`config.mk`:
```
export PLATFORM = sky130hd
export DESIGN_NAME = memory_interface
export DESIGN_NICKNAME = d
export VERILOG_FILES = /design/src/rtl/memory_interface.sv
export SDC_FILE = /design/constraint.sdc
export NUM_CORES = 1
export LEC_CHECK = 0
export BUFFER_PORTS_ARGS = -buffer_cell sky130_fd_sc_hd__buf_2
export CELL_PAD_IN_SITES_DETAIL_PLACEMENT = 1
export CELL_PAD_IN_SITES_GLOBAL_PLACEMENT = 2
export CORE_ASPECT_RATIO = 0.9
export CORE_UTILIZATION = 24
export DETAILED_ROUTE_END_ITERATION = 10
export PLACE_DENSITY_LB_ADDON = 0.2
export SLEW_MARGIN = 20
export SYNTH_ARGS = -nofsm -noshare
export SYNTH_HDL_FRONTEND = slang
export SYNTH_SLANG_ARGS = --single-unit
```
`constraint.sdc`:
```
create_clock -name clk -period 3.6 [get_ports clk]
set_clock_uncertainty 0.2 [all_clocks]
set_input_delay 0.18 -clock clk [delete_from_list [all_inputs] [get_ports clk]]
set_output_delay 0.18 -clock clk [all_outputs]
set_load 0.05 [all_outputs]
```
`src/rtl/memory_interface.sv`:
```
// memory_interface: MAR/MDR holder turning control strobes into req/ack memory transactions
// Ports: clk, rst (sync, active high); bus, mar_in, mdr_in, mdr_out from control;
//   bus_out/bus_oe toward the shared bus; ready, overrun, timeout status;
//   mem_addr, mem_wdata, mem_req, mem_we, mem_rdata, mem_ack to external memory.
// Define MEM_TIMEOUT_EN to abandon a transaction after TIMEOUT_CYCLES cycles without mem_ack.
module memory_interface #(
    parameter int ADDR_W         = 8,
    parameter int DATA_W         = 16,
    parameter int TIMEOUT_CYCLES = 15
) (
    input  logic              clk,
    input  logic              rst,
    input  logic [DATA_W-1:0] bus,
    input  logic              mar_in,
    input  logic              mdr_in,
    input  logic              mdr_out,
    output logic [DATA_W-1:0] bus_out,
    output logic              bus_oe,
    output logic              ready,
    output logic              overrun,
    output logic              timeout,
    output logic [ADDR_W-1:0] mem_addr,
    output logic [DATA_W-1:0] mem_wdata,
    output logic              mem_req,
    output logic              mem_we,
    input  logic [DATA_W-1:0] mem_rdata,
    input  logic              mem_ack
);
    typedef enum logic [1:0] {IDLE, READ, WRITE} state_t;
    state_t state, state_n;
    logic [ADDR_W-1:0] mar;
    logic [DATA_W-1:0] mdr;
    logic idle, expire;
    assign idle = (state == IDLE);
`ifdef MEM_TIMEOUT_EN
    localparam int CW = $clog2(TIMEOUT_CYCLES + 1);
    logic [CW-1:0] cnt;
    // expire fires on the last allowed cycle only when ack is absent, so a terminal-cycle ack wins
    assign expire = !idle && !mem_ack && (cnt == CW'(TIMEOUT_CYCLES - 1));
    always_ff @(posedge clk)
        if (rst || idle) cnt <= '0;
        else if (!mem_ack) cnt <= cnt + 1'b1;
`else
    localparam int unused_timeout = TIMEOUT_CYCLES;
    assign expire = 1'b0;
`endif
    always_comb begin
        state_n = state;
        state_n = idle ? (mdr_in ? WRITE : (mar_in ? READ : IDLE)) : ((mem_ack || expire) ? IDLE : state);
    end
    always_ff @(posedge clk) begin
        if (rst) begin
            state   <= IDLE;
            mar     <= '0;
            mdr     <= '0;
            overrun <= 1'b0;
            timeout <= 1'b0;
        end else begin
            state <= state_n;
            if (idle && mar_in) mar <= bus[ADDR_W-1:0];
            if (idle && mdr_in) mdr <= bus;
            else if (state == READ && mem_ack) mdr <= mem_rdata;
            if (!idle && (mar_in || mdr_in || mdr_out)) overrun <= 1'b1;
            if (expire) timeout <= 1'b1;
        end
    end
    assign ready     = idle;
    assign mem_req   = !idle;
    assign mem_we    = (state == WRITE);
    assign mem_addr  = mar;
    assign mem_wdata = mdr;
    assign bus_out   = mdr;
    assign bus_oe    = mdr_out && idle;
endmodule
```
==> flow_summary.ini <==
[sta]
hold_viol = 0
timing.final.crit_period_ns = 2.05
fin_crit_sh = 0.569
maxClockFrequency_mhz = 488
setup-tns-final_ns = 0
slew_headroom = 0.381
grt_setup_unrepaired = no
finalMaxSlewViolations = 0
worst-slew-pin-transition_ns = 0.924
final_setup_vio_count = 0

[power_and_ir_drop]
clkPwrFrac = 0.199
internal_power_consumption_mw = 0.501
pwr-share-seq = 0.408
power.combinational.fraction = 0.393
p_sw_frac = 0.419
power_switching_mw = 0.362
p_total_mw = 0.863
ir_drop_v = 0.000180
power.density_cell_area_mw_per_mm2 = 448
total_leakage_power_nw = 0.990

[cells_and_area]
final_core_util = 0.360
post_route_cells_drive_above_1_share = 0.397
area_occupied_by_multi_input_gates_um2 = 569
sequential_cell_area_um2 = 541
diodes = 0
nFillCells = 658
growth_of_design_area_from_synthesis_to_finish_pct = 41.5
design.final.nets = 271

[flow_run]
max-cap-violations = 0

[cts]
post_cts.resized_instances = 0
cts.htree.levels = 1
clock_sink_count = 27
clock_insertion_delay_worst_skew_ns = 0.27
ctsLongestPathBuffers = 2
cts.root.buffer_cell = clkbuf_8
clkTransAtPathRegs_ns = 0.09
cts_buffers = 3
cts_tree = done

[detailed_routing]
drt-met1-wl_um = 1710
drcViolationCount = 0
viasPerCell = 4.51
vias = 1349
met2_wirelength_um = 2100
met3RoutedLength_um = 218
first_iter_violations = 35
route.antenna.remaining_nets = 0
topRoutingLayerUsed = met4
final_routed_wirelength_across_all_metal_layers_um = 4060
avgRoutedWirePerCell_um = 13.6
drt_pass1_iterations = 3

[global_route]
grt_first_pass_wirelength_um = 6220
groute.usage.overall = 0.137
grt_pass1_vias = 1347
gr-total-overflow = 0
antenna_found_initial = 0
grt_start_max_net_pins = 28

[yosys]
yosys_register_bits = 27
syn-num-nets = 192
synthCells = 154
sequential_element_share_of_the_synthesized_area = 0.397
synth-warning-count = 0
syn_area_mm2 = 0.00136
synth_cell_type_count = 23
avg_cell_area_syn_um2 = 8.84

[setup_path]
required_ns = 3.22
start_kind = register
slowest_stage_cell_on_the_critical_path = dfxtp_1
critical-path-top-delay-family = flip-flops
cp_data_arrival_time_ns = 1.67
critPathMaxFanout = 19
crit_path_cell_trace = or2_2 > inv_1 > and2_1 > buf_2
timing.setup.critical_path_class = register to output pin
crit_buf_inv = 2
category_of_the_worst_setup_path_capture_point = output pin
crit_path_max_incr_delay_ns = 0.75

[placement]
globalplace.congestion = 0.628
detailed_place_hpwl_um = 2860
buffer_ports.inserted = 82

[floorplan]
dieWidth_um = 81.4
floorplan.die.height_um = 73.5
core_mm2 = 0.00535
placementRows = 25
design.die.area_mm2 = 0.00598
starting_density = 0.255
io-pin-count = 84

[hold_path]
min_path_type = input pin to register

[run_status]
status = completed
## stage by stage
step	hold slack, ns	cells	cell area [um^2]	setup slack [ns]
after global placement	0.237	275	1680	1.57
after CTS	0.0112	299	1930	1.51
final	0.00616	299	1930	1.55
after global routing	0.0419	299	1930	1.39
after detailed placement	0.246	275	1680	1.53
after floorplan	0.127	154	1360	1.48
## layer usage
layer,vias up,GRT usage
met5,-,0
met4,0,0.0298
met3,2,0.0311
met2,42,0.266
met1,637,0.149
li1,668,-
## sequential cells by signal (all words and copies together) (netlist names)
name      cells
bus_out      16
mem_addr      8
overrun       1
state         2
## cell usage after synthesis (all sizes together)
master	count	share of area
a211o	4	0.026
a21oi	14	0.051
a221oi	4	0.026
a22oi	1	0.0055
and2	1	0.0046
buf	23	0.12
clkbuf	5	0.014
conb	1	0.0028
dfxtp	27	0.40
inv	20	0.055
mux2i	9	0.066
nand3b	1	0.0055
nor2	19	0.054
nor2b	1	0.0046
nor3b	2	0.015
o21a	4	0.022
o221a	12	0.099
o31ai	5	0.028
or2	1	0.0046
## power by group through the flow
stage	registers (mW)	logic (mW)	clock network (mW)
floorplan	0.439	0.187	0
global placement	0.357	0.323	0
detailed placement	0.360	0.326	0
CTS	0.353	0.343	0.183
global route	0.357	0.361	0.197
finish	0.352	0.339	0.172
## layout by cell type, fill, tap and decap left out, types with 2 or more instances in the layout
cell type and count:
a221oi_1 4, dfxtp_1 27, inv_1 20, a211o_1 4, nor2_1 18, a21oi_1 14
clkbuf_8 3, o221a_2 2, mux2i_1 9, o21a_1 4, dlygate4sd3_1 20, buf_2 82
o221a_1 10, nor3b_2 2, o31ai_1 5
## final cells by class
cell class                 count  area share
clock buffer                   3      0.0214
clock inverter                 1     0.00260
inverter                      20      0.0390
multi-input combinational     79       0.296
sequential                    27       0.281
tap                           67      0.0435
timing repair buffer         102       0.317
## logic make-up (layout without fill, tap and decap cells)
family / count (synthesis) / in the layout / share of synthesized area
muxes: 9 / 9 / 0.0662
buffers and inverters: 48 / 126 / 0.188
AOI/OAI and AO/OA: 44 / 44 / 0.257
DFF: 27 / 27 / 0.397
and+or+nand+nor: 25 / 25 / 0.0882
other: 1 / 1 / 0.00275
## worst paths after layout
check,cells after the start,endpoint,start,slack (ns)
setup / recovery,4,bus_oe,state[1],1.55
hold / removal,3,overrun,mdr_out,0.006
setup reg to reg,3,mem_addr[1],state[1],1.57
hold reg to reg,2,overrun,overrun,0.25
## worst min-delay path, delay by kind of cell
family / cells / cell delay, ns
AO/OA/AOI/OAI: 2 / 0.18
buffers and inverters: 1 / 0.09
## repair_timing
item                                   4_1_cts  5_1_grt
setup buffers                                0        0
setup endpoints to repair                    0        0
endpoints found under the hold margin       20        0
hold buffers                                20        0
Power figures use the tool's default switching activity.
